**config.mk**
```make
export PLATFORM = sky130hd
export DESIGN_NAME = lsu_mem_initiator
export DESIGN_NICKNAME = d
export VERILOG_FILES = /design/src/rtl/lsu_pkg.sv /design/src/rtl/lsu_lane_align.sv /design/src/rtl/lsu_mem_initiator.sv
export SDC_FILE = /design/constraint.sdc
export NUM_CORES = 1
export LEC_CHECK = 0
export ABC_CLOCK_PERIOD_IN_PS = 4000
export CORE_MARGIN = 2
export CORE_UTILIZATION = 45
export DETAILED_ROUTE_END_ITERATION = 12
export PLACE_DENSITY_LB_ADDON = 0.05
export SLEW_MARGIN = 20
export SYNTH_ARGS = -nofsm -noshare
export SYNTH_HDL_FRONTEND = slang
export SYNTH_SLANG_ARGS = --single-unit
export TNS_END_PERCENT = 10
```
**constraint.sdc**
```tcl
create_clock -name clk -period 4 [get_ports clk]
set_input_delay 1.2 -clock clk [delete_from_list [all_inputs] [get_ports clk]]
set_output_delay 1.2 -clock clk [all_outputs]
set_load 0.02 [all_outputs]
```
**src/rtl/lsu_pkg.sv**
```systemverilog
// Shared constants and types for the LSU data-memory initiator.
package lsu_pkg;

   localparam int unsigned LANES  = 4;
   localparam int unsigned LANE_W = 2;
   localparam int unsigned BYTE_W = 8;
   localparam int unsigned HALF_W = 16;
   localparam int unsigned WORD_W = LANES * BYTE_W;

   localparam logic [2:0] F3_LB  = 3'b000;
   localparam logic [2:0] F3_LH  = 3'b001;
   localparam logic [2:0] F3_LW  = 3'b010;
   localparam logic [2:0] F3_LBU = 3'b100;
   localparam logic [2:0] F3_LHU = 3'b101;
   localparam logic [2:0] F3_SB  = 3'b000;
   localparam logic [2:0] F3_SH  = 3'b001;
   localparam logic [2:0] F3_SW  = 3'b010;

   typedef enum logic [1:0] {IDLE, REQ, WAIT_RSP, DONE} state_e;

   // Illegal encoding or misaligned half/word: the op completes without a bus request.
   function automatic logic op_error(input logic load, input logic [2:0] f3,
                                     input logic [LANE_W-1:0] lane);
      logic legal;
      if (load) legal = f3 inside {F3_LB, F3_LH, F3_LW, F3_LBU, F3_LHU};
      else      legal = f3 inside {F3_SB, F3_SH, F3_SW};
      return !legal || (f3[1:0] == 2'b01 && lane[0]) || (f3[1:0] == 2'b10 && lane != '0);
   endfunction

endpackage

```
**src/rtl/lsu_lane_align.sv**
```systemverilog
// Byte-lane steering: store data shift and strobes, load lane select and extension.
module lsu_lane_align
   import lsu_pkg::*;
(
   input  logic [2:0]        st_funct3,
   input  logic [LANE_W-1:0] st_lane,
   input  logic [WORD_W-1:0] st_wdata,
   output logic [WORD_W-1:0] st_wdata_sh,
   output logic [LANES-1:0]  st_wstrb,
   input  logic [2:0]        ld_funct3,
   input  logic [LANE_W-1:0] ld_lane,
   input  logic [WORD_W-1:0] ld_rdata,
   output logic [WORD_W-1:0] ld_data
);

   logic [BYTE_W-1:0] ld_byte;
   logic [HALF_W-1:0] ld_half;

   assign ld_byte = ld_rdata[{ld_lane, 3'b000} +: BYTE_W];
   assign ld_half = ld_rdata[{ld_lane[1], 4'b0000} +: HALF_W];

   always_comb begin
      st_wdata_sh = '0;
      st_wstrb    = '0;
      case (st_funct3)
         F3_SB: begin
            st_wdata_sh = WORD_W'(st_wdata[BYTE_W-1:0]) << {st_lane, 3'b000};
            st_wstrb    = LANES'(1) << st_lane;
         end
         F3_SH: begin
            st_wdata_sh = WORD_W'(st_wdata[HALF_W-1:0]) << {st_lane, 3'b000};
            st_wstrb    = LANES'(3) << st_lane;
         end
         F3_SW: begin
            st_wdata_sh = st_wdata;
            st_wstrb    = '1;
         end
         default: ;
      endcase
   end

   always_comb begin
      ld_data = '0;
      case (ld_funct3)
         F3_LB:   ld_data = {{(WORD_W-BYTE_W){ld_byte[BYTE_W-1]}}, ld_byte};
         F3_LH:   ld_data = {{(WORD_W-HALF_W){ld_half[HALF_W-1]}}, ld_half};
         F3_LW:   ld_data = ld_rdata;
         F3_LBU:  ld_data = WORD_W'(ld_byte);
         F3_LHU:  ld_data = WORD_W'(ld_half);
         default: ;
      endcase
   end

endmodule

```
**src/rtl/lsu_mem_initiator.sv**
```systemverilog
// MEM-stage load/store initiator: EA calc, valid/ready word request, load extend.
// Optional watchdog enabled by defining LSU_TIMEOUT_EN.
module lsu_mem_initiator
   import lsu_pkg::*;
#(
   parameter int unsigned ADDR_W         = 32,
   parameter int unsigned DATA_W         = 32,
   parameter int unsigned TIMEOUT_CYCLES = 64
) (
   input  logic              clk,
   input  logic              rst_n,
   input  logic              op_valid,
   input  logic              op_load,
   input  logic [2:0]        op_funct3,
   input  logic [ADDR_W-1:0] op_base,
   input  logic [ADDR_W-1:0] op_offset,
   input  logic [DATA_W-1:0] op_wdata,
   output logic              stall,
   output logic              op_done,
   output logic [DATA_W-1:0] load_data,
   output logic              misalign_err,
   output logic              bus_err,
   output logic              mem_req_valid,
   input  logic              mem_req_ready,
   output logic              mem_req_we,
   output logic [ADDR_W-1:0] mem_req_addr,
   output logic [DATA_W-1:0] mem_req_wdata,
   output logic [LANES-1:0]  mem_req_wstrb,
   input  logic              mem_rsp_valid,
   input  logic [DATA_W-1:0] mem_rsp_rdata
);

   if (TIMEOUT_CYCLES < 2) begin : g_bad_timeout
      $error("TIMEOUT_CYCLES must be at least 2");
   end

   typedef struct packed {
      logic              we;
      logic [ADDR_W-1:0] addr;
      logic [DATA_W-1:0] wdata;
      logic [LANES-1:0]  wstrb;
   } mem_req_t;

   state_e            state_q, state_d;
   mem_req_t          req_q, req_d;
   logic              req_valid_q, req_valid_d;
   logic [2:0]        ld_f3_q, ld_f3_d;
   logic [LANE_W-1:0] ld_lane_q, ld_lane_d;
   logic [DATA_W-1:0] load_data_q, load_data_d;
   logic              op_done_q, op_done_d;
   logic              misalign_q, misalign_d;
   logic [ADDR_W-1:0] ea;
   logic [DATA_W-1:0] st_wdata_sh, ld_data;
   logic [LANES-1:0]  st_wstrb;

`ifdef LSU_TIMEOUT_EN
   localparam int unsigned CNT_W = $clog2(TIMEOUT_CYCLES);
   logic [CNT_W-1:0] cnt_q, cnt_d;
   logic             bus_err_q, bus_err_d;
   logic             expired;
   // Compare one early so op_done lands exactly TIMEOUT_CYCLES after accept.
   assign expired = (cnt_q == CNT_W'(TIMEOUT_CYCLES - 2));
   assign bus_err = bus_err_q;
`else
   assign bus_err = 1'b0;
`endif

   assign ea = op_base + op_offset;

   lsu_lane_align u_lane_align (
      .st_funct3   (op_funct3),
      .st_lane     (ea[LANE_W-1:0]),
      .st_wdata    (op_wdata),
      .st_wdata_sh (st_wdata_sh),
      .st_wstrb    (st_wstrb),
      .ld_funct3   (ld_f3_q),
      .ld_lane     (ld_lane_q),
      .ld_rdata    (mem_rsp_rdata),
      .ld_data     (ld_data)
   );

   always_comb begin
      state_d     = state_q;
      req_d       = req_q;
      req_valid_d = 1'b0;
      ld_f3_d     = ld_f3_q;
      ld_lane_d   = ld_lane_q;
      load_data_d = load_data_q;
      op_done_d   = 1'b0;
      misalign_d  = 1'b0;
`ifdef LSU_TIMEOUT_EN
      cnt_d       = cnt_q;
      bus_err_d   = 1'b0;
`endif
      case (state_q)
         IDLE: begin
            if (op_valid) begin
               req_d.we    = !op_load;
               req_d.addr  = {ea[ADDR_W-1:LANE_W], LANE_W'(0)};
               req_d.wdata = op_load ? '0 : st_wdata_sh;
               req_d.wstrb = op_load ? '0 : st_wstrb;
               ld_f3_d     = op_funct3;
               ld_lane_d   = ea[LANE_W-1:0];
`ifdef LSU_TIMEOUT_EN
               cnt_d       = '0;
`endif
               if (op_error(op_load, op_funct3, ea[LANE_W-1:0])) begin
                  state_d    = DONE;
                  op_done_d  = 1'b1;
                  misalign_d = 1'b1;
               end else begin
                  state_d     = REQ;
                  req_valid_d = 1'b1;
               end
            end
         end
         REQ: begin
`ifdef LSU_TIMEOUT_EN
            cnt_d = cnt_q + CNT_W'(1);
`endif
            if (mem_req_ready) begin
               if (req_q.we) begin
                  state_d   = DONE;
                  op_done_d = 1'b1;
               end else begin
                  state_d = WAIT_RSP;
               end
`ifdef LSU_TIMEOUT_EN
            end else if (expired) begin
               state_d   = DONE;
               op_done_d = 1'b1;
               bus_err_d = 1'b1;
`endif
            end else begin
               req_valid_d = 1'b1;
            end
         end
         WAIT_RSP: begin
`ifdef LSU_TIMEOUT_EN
            cnt_d = cnt_q + CNT_W'(1);
`endif
            if (mem_rsp_valid) begin
               load_data_d = ld_data;
               state_d     = DONE;
               op_done_d   = 1'b1;
`ifdef LSU_TIMEOUT_EN
            end else if (expired) begin
               state_d   = DONE;
               op_done_d = 1'b1;
               bus_err_d = 1'b1;
`endif
            end
         end
         DONE:    state_d = IDLE;
         default: state_d = IDLE;
      endcase
   end

   always_ff @(posedge clk or negedge rst_n) begin
      if (!rst_n) begin
         state_q     <= IDLE;
         req_q       <= '0;
         req_valid_q <= 1'b0;
         ld_f3_q     <= '0;
         ld_lane_q   <= '0;
         load_data_q <= '0;
         op_done_q   <= 1'b0;
         misalign_q  <= 1'b0;
`ifdef LSU_TIMEOUT_EN
         cnt_q       <= '0;
         bus_err_q   <= 1'b0;
`endif
      end else begin
         state_q     <= state_d;
         req_q       <= req_d;
         req_valid_q <= req_valid_d;
         ld_f3_q     <= ld_f3_d;
         ld_lane_q   <= ld_lane_d;
         load_data_q <= load_data_d;
         op_done_q   <= op_done_d;
         misalign_q  <= misalign_d;
`ifdef LSU_TIMEOUT_EN
         cnt_q       <= cnt_d;
         bus_err_q   <= bus_err_d;
`endif
      end
   end

   // Combinational so the pipeline freezes in the same cycle an op is presented.
   assign stall = (state_q == IDLE && op_valid) || state_q == REQ || state_q == WAIT_RSP;

   assign op_done       = op_done_q;
   assign misalign_err  = misalign_q;
   assign load_data     = load_data_q;
   assign mem_req_valid = req_valid_q;
   assign mem_req_we    = req_q.we;
   assign mem_req_addr  = req_q.addr;
   assign mem_req_wdata = req_q.wdata;
   assign mem_req_wstrb = req_q.wstrb;

endmodule

```
After elaboration in Yosys (flattened, before gate mapping) --
Cells that the tools add are included.
Storage, ports and cells: register bits after elaboration 109, input bits 137
Operators by class: muxes and demuxes 25, eq/ne operators 16, shift operators 6, reduce and logical (&&, ||, !) cells 18, add/subtract/negate cells 1
Operators by type and width (count):
- $pmux 32 s5 | 1
- $pmux 32 s3 | 1
- $add 32x32->32 | 1
- $mux 32 | 1
- $shiftx 32x6->16 | 1
- $shiftx 32x6->8 | 1
- $shl 16x5->32 | 1
- $shl 8x5->32 | 1
- $mux 1 | 13
- $eq 3x3->1 const B | 4
- $pmux 4 s3 | 1
- $mux 2 | 4
- $pmux 2 s4 | 1
- $eq 2x2->1 const B | 3
- $eq 3x1->1 const B | 2
- $eq 3x2->1 const B | 2
- $logic_not 3->1 | 2
- $ne 2x2->1 const B | 3
- $reduce_bool 5->1 | 1
- $eq 2x1->1 const B | 2
- $logic_or 1x1->1 | 4
- $mux 4 | 1
- $reduce_and 2->1 | 2
- $shl 1x2->4 const A | 1
- other kinds (9) | 12

Depth between registers and ports, before layout --
depth after elaboration 11, mapped depth 9, mapped depth without buffers 9

Modules after synthesis --
From an unflattened synthesis, not the netlist that was laid out.
Second synthesis, totals: cell total of the unflattened synthesis 841, area total of the unflattened synthesis 7468.4 µm²
Modules (own cells, without submodules):
- lsu_mem_initiator | area each 6023.3 µm², cells each 641, times used 1, sequential area each 2727.6 µm²
- lsu_lane_align | area each 1445.1 µm², cells each 200, times used 1, sequential area each 0.0 µm²

Worst setup path after synthesis --
OpenSTA, ideal clock, no wires.
kind input to register, from in op_base[8], to reg req_q (netlist bit mem_req_addr[31]), required time 3.936 ns, cell stages on the path 8, arrival time 3.273 ns, slack 0.663 ns, cells stage by stage ha_1 > a21o_1 > a31o_1 > a311oi_1 > o31ai_1 > or4_4 > a2111oi_2 > a211o_1
Between the ends: longest elaborated chain between the ends 1
RTL lines:
- start, declared | line lsu_mem_initiator.sv:15 | input logic [ADDR_W-1:0] op_base,
- $add 32x32->32 | line lsu_mem_initiator.sv:68 | assign ea = op_base + op_offset;
- end signal, assigned | line lsu_mem_initiator.sv:175 | req_q <= req_d;
- end, declared | line lsu_mem_initiator.sv:45 | mem_req_t req_q, req_d;
Every way passes these cells. A chain may end at the register's enable or synchronous reset.

Final worst setup path --
from in op_base[1], to reg req_q (netlist bit mem_req_addr[31])
Same word-level chain as after synthesis.

==> results.txt <==
outcome -> complete, no violations
Yosys top cell by area -> dfrtp_1
Max Freq -> 263 MHz
Fin Setup TNS -> 0 ns
Peak VDD IR -> 365 uV
power density over cell area -> 562 mW/mm^2
Worst Setup End Kind -> flip-flop
switching pwr -> 2.16 mW
largest net degree at the start of global routing -> 107
DIE WIDTH -> 125 um
number of routed nets with antenna violations -> 0
initial DRC count -> 282
DIE AREA -> 0.0156 mm^2
Clock power frac -> 0.181
worst reg2reg setup slack -> 1.66 ns
Worst-path clk slew -> 0.08 ns
Setup Buffers After CTS -> 0
Reg power frac -> 0.320
# diodes -> 0
GRT Total Usage -> 0.248
largest family of logic cells by synthesized area -> compound AO/OA/AOI/OAI gates
YS warnings -> 0
proportion of synthesized area in mux cells -> 0.0163
Synth Flop Type -> dfrtp_1
Synth area leaders -> dfrtp_1 (41%), o21ai_0 (8.6%), nand2_1 (7.5%), ha_1 (6.7%), a21oi_1 (6.2%)
register area share after synthesis -> 0.414
IO buf count -> 239
Worst Path Class, Setup -> primary input to flip-flop
Pre-antenna DRT Iters -> 5
Arr. time, crit path -> 4.10 ns
layout cells sized above 1 -> 0.0680
switching part of the total -> 0.397
core region area -> 0.0144 mm^2
slew margin rel. -> 0.326
WL/cell -> 16.4 um
routability cong. -> 0.899
pre-CTS setup slack -> -0.150 ns
Post-synth EDFFs -> 0
Hold/Removal Path Class -> flip-flop to flip-flop
Syn-to-layout area delta -> 46.7%
Final Cycle Share -> 0.951
Ports -> 243
Post-Synth Adder-Cell Area -> 0.0695
Root Buffer -> clkbuf_16
Mapped Cells -> 764
Critical Path Fanout Max -> 3
CTS max path bufs -> 2
launch point of the critical path -> op_base[1]
internal power -> 3.28 mW
drt drc -> 0
Finish-stage setup viols -> 0
R2R depth -> 6
post-CTS sizing -> 0
worst path cell trace -> clkdlybuf4s50_1, ha_1, a211oi_1, o211ai_1, a311oi_1, o31ai_1, or4_4, a2111oi_2, a211o_1
RSZ-0062 raised after global routing -> false
routed wire length -> 19.6 mm
Final Hold Violating Endpoints -> 0
Detail Placement HPWL -> 14.8 mm
Worst-Skew Late Latency -> 0.35 ns
Layout Nets -> 1182
combinational share of power -> 0.498
Netlist Area Pre-Place -> 0.00659 mm^2
vias in the first global route -> 6252
Rows -> 44
Post-Synth Simple-Gate Area -> 0.140
post-synthesis register bit count -> 109
antenna violations before repair -> 0
R2R Path Start -> state_q[1]
Synth Area in XOR/XNOR -> 0.0386
max-slew violations -> 0
slew of the pin with the lowest slew margin -> 1.01 ns
Placement Cell Area -> 0.00932 mm^2
element type at the critical path start -> primary input
Hold WS -> 0.477 ns
syn avg cell area -> 8.62 um^2
min Tclk post-route -> 3.80 ns
Slowest cell on crit path -> or4_4
Fillers -> 1249
Synth Area in Compound Gates -> 0.286
Via Count -> 6614
max cap viols -> 0
CTS Buf Count -> 9
top cell type's share of synthesized area -> 0.414
CTS tree -> yes
hold_buf cts -> 0
Initial Util -> 0.457
Finished Cell Area -> 0.00966 mm^2
CTS Sinks -> 109
Pleak -> 4.13 nW
Post-synth ARST share -> 1.00
grt ovf -> 0
Vias per Instance -> 5.52
Worst EP required -> 4.30 ns
worst hold path cell count -> 2
hold path start -> mem_req_addr[14]
clk_skew -> 0.00952 ns
post-synth cell types -> 56
die height -> 125 um
CP peak stage delay -> 0.53 ns
Final WS setup -> 0.196 ns
CTS H-tree depth -> 3
first-pass GRT wire length -> 31.8 mm
final timing paths:
check | endpoint
max | mem_req_addr[31]
max in group asynchronous | mem_req_wdata[16]
min | mem_req_addr[14]
max reg2reg | mem_req_addr[31]
min reg2reg | mem_req_addr[14]
min in group asynchronous | load_data[8]
critical path: cells and delay by family:
family / cells / cell delay, ns
buffers and inverters: 1 / 0.42
adder cells (fa/ha/maj): 1 / 0.32
AND/OR/NAND/NOR: 1 / 0.53
AO/OA/AOI/OAI: 6 / 1.64
logic make-up (layout without fill, tap and decap cells):
| group | after synthesis | count (layout) |
|---|---|---|
| other | 1 | 3 |
| DFF | 109 | 109 |
| buffers and inverters | 56 | 304 |
| and+or+nand+nor | 217 | 217 |
| AOI/OAI and AO/OA | 306 | 306 |
| adders and majority gates | 36 | 36 |
| xor gates and xnor gates | 29 | 29 |
| muxes | 10 | 10 |
layout make-up:
class | instances | area, um^2 | share of cell area
repair buffers | 274 | 2670 | 0.276
well taps | 184 | 230 | 0.0238
clock inverters | 7 | 103 | 0.0106
multi-input cells | 601 | 3660 | 0.378
inverters | 14 | 52.6 | 0.00544
flip-flops and latches | 109 | 2730 | 0.282
clock buffers | 9 | 225 | 0.0233
power by group through the flow:
stage	sequential [mW]	clock (mW)	combinational [mW]
final	1.74	0.985	2.71
after CTS	1.74	1.00	2.71
after detailed placement	1.75	0	2.71
after floorplan	2.10	0	1.12
after global routing	1.79	1.05	2.95
after global placement	1.75	0	2.67
registers in the layout (all words and copies together) (netlist names):
signal,cells
ld_f3_q,3
load_data,32
mem_req_addr,30
ld_lane_q,2
misalign_err,1
state_q,2
mem_req_valid,1
mem_req_wdata,32
op_done,1
mem_req_we,1
mem_req_wstrb,4
routing by layer:
metal | share of wire | up-vias | global-route usage | wire (um)
met5 | 0 | - | 0 | 0
met4 | 0.022 | 0 | 0.0797 | 432
met3 | 0.055 | 26 | 0.0334 | 1080
met2 | 0.47 | 216 | 0.409 | 9280
met1 | 0.45 | 3116 | 0.342 | 8810
li1 | - | 3256 | - | -
metrics by stage:
| step | std cells | util | total power [mW] |
|---|---|---|---|
| finish | 1198 | 0.670 | 5.43 |
| detailed placement | 1182 | 0.646 | 4.46 |
| global placement | 1182 | 0.646 | 4.42 |
| global route | 1198 | 0.670 | 5.79 |
| floorplan | 766 | - | 3.22 |
| CTS | 1198 | 0.669 | 5.45 |
synth_stat cells, types with 4 or more instances:
cell type and instances:
a211oi_1 5, a21o_1 12, a21oi_1 82, a221oi_1 15
a22o_1 16, a22oi_1 15, a31oi_1 7, and2_1 4
clkbuf_1 37, dfrtp_1 109, ha_1 35, inv_1 14
mux2_2 6, mux2i_1 4, nand2_1 132, nand2b_1 4
nand3_1 6, nand4_1 4, nor2_1 39, nor2b_1 13
nor3_1 7, o211ai_1 4, o21a_1 5, o21ai_0 113
o21bai_1 4, xnor2_1 14, xor2_1 15
cell usage in the layout (no fill, tap or decap), types with 3 or more instances in the layout:
| master | synthesis | final |
|---|---|---|
| nand2_1 | 132 | 130 |
| a211oi_1 | 5 | 5 |
| mux2i_1 | 4 | 4 |
| inv_6 | 0 | 3 |
| a21oi_1 | 82 | 82 |
| nand2b_1 | 4 | 4 |
| a211o_1 | 3 | 3 |
| and2_1 | 4 | 4 |
| xor2_1 | 15 | 15 |
| o21bai_1 | 4 | 4 |
| o211ai_1 | 4 | 4 |
| mux2_2 | 6 | 6 |
| o21ai_0 | 113 | 113 |
| a31oi_1 | 7 | 7 |
| buf_4 | 3 | 35 |
| a221oi_1 | 15 | 15 |
| a311oi_1 | 3 | 3 |
| dfrtp_1 | 109 | 109 |
| clkdlybuf4s50_1 | 0 | 238 |
| o21a_1 | 5 | 5 |
| a21o_1 | 12 | 12 |
| nor2_1 | 39 | 39 |
| a22oi_1 | 15 | 15 |
| xnor2_1 | 14 | 14 |
| nor2b_1 | 13 | 13 |
| inv_1 | 14 | 14 |
| conb_1 | 1 | 3 |
| clkbuf_16 | 0 | 9 |
| nor3_1 | 7 | 7 |
| and3_1 | 3 | 3 |
| nand3_1 | 6 | 6 |
| ha_1 | 35 | 35 |
| a22o_1 | 16 | 16 |
| nand4_1 | 4 | 4 |
Power figures use the tool's default switching activity.
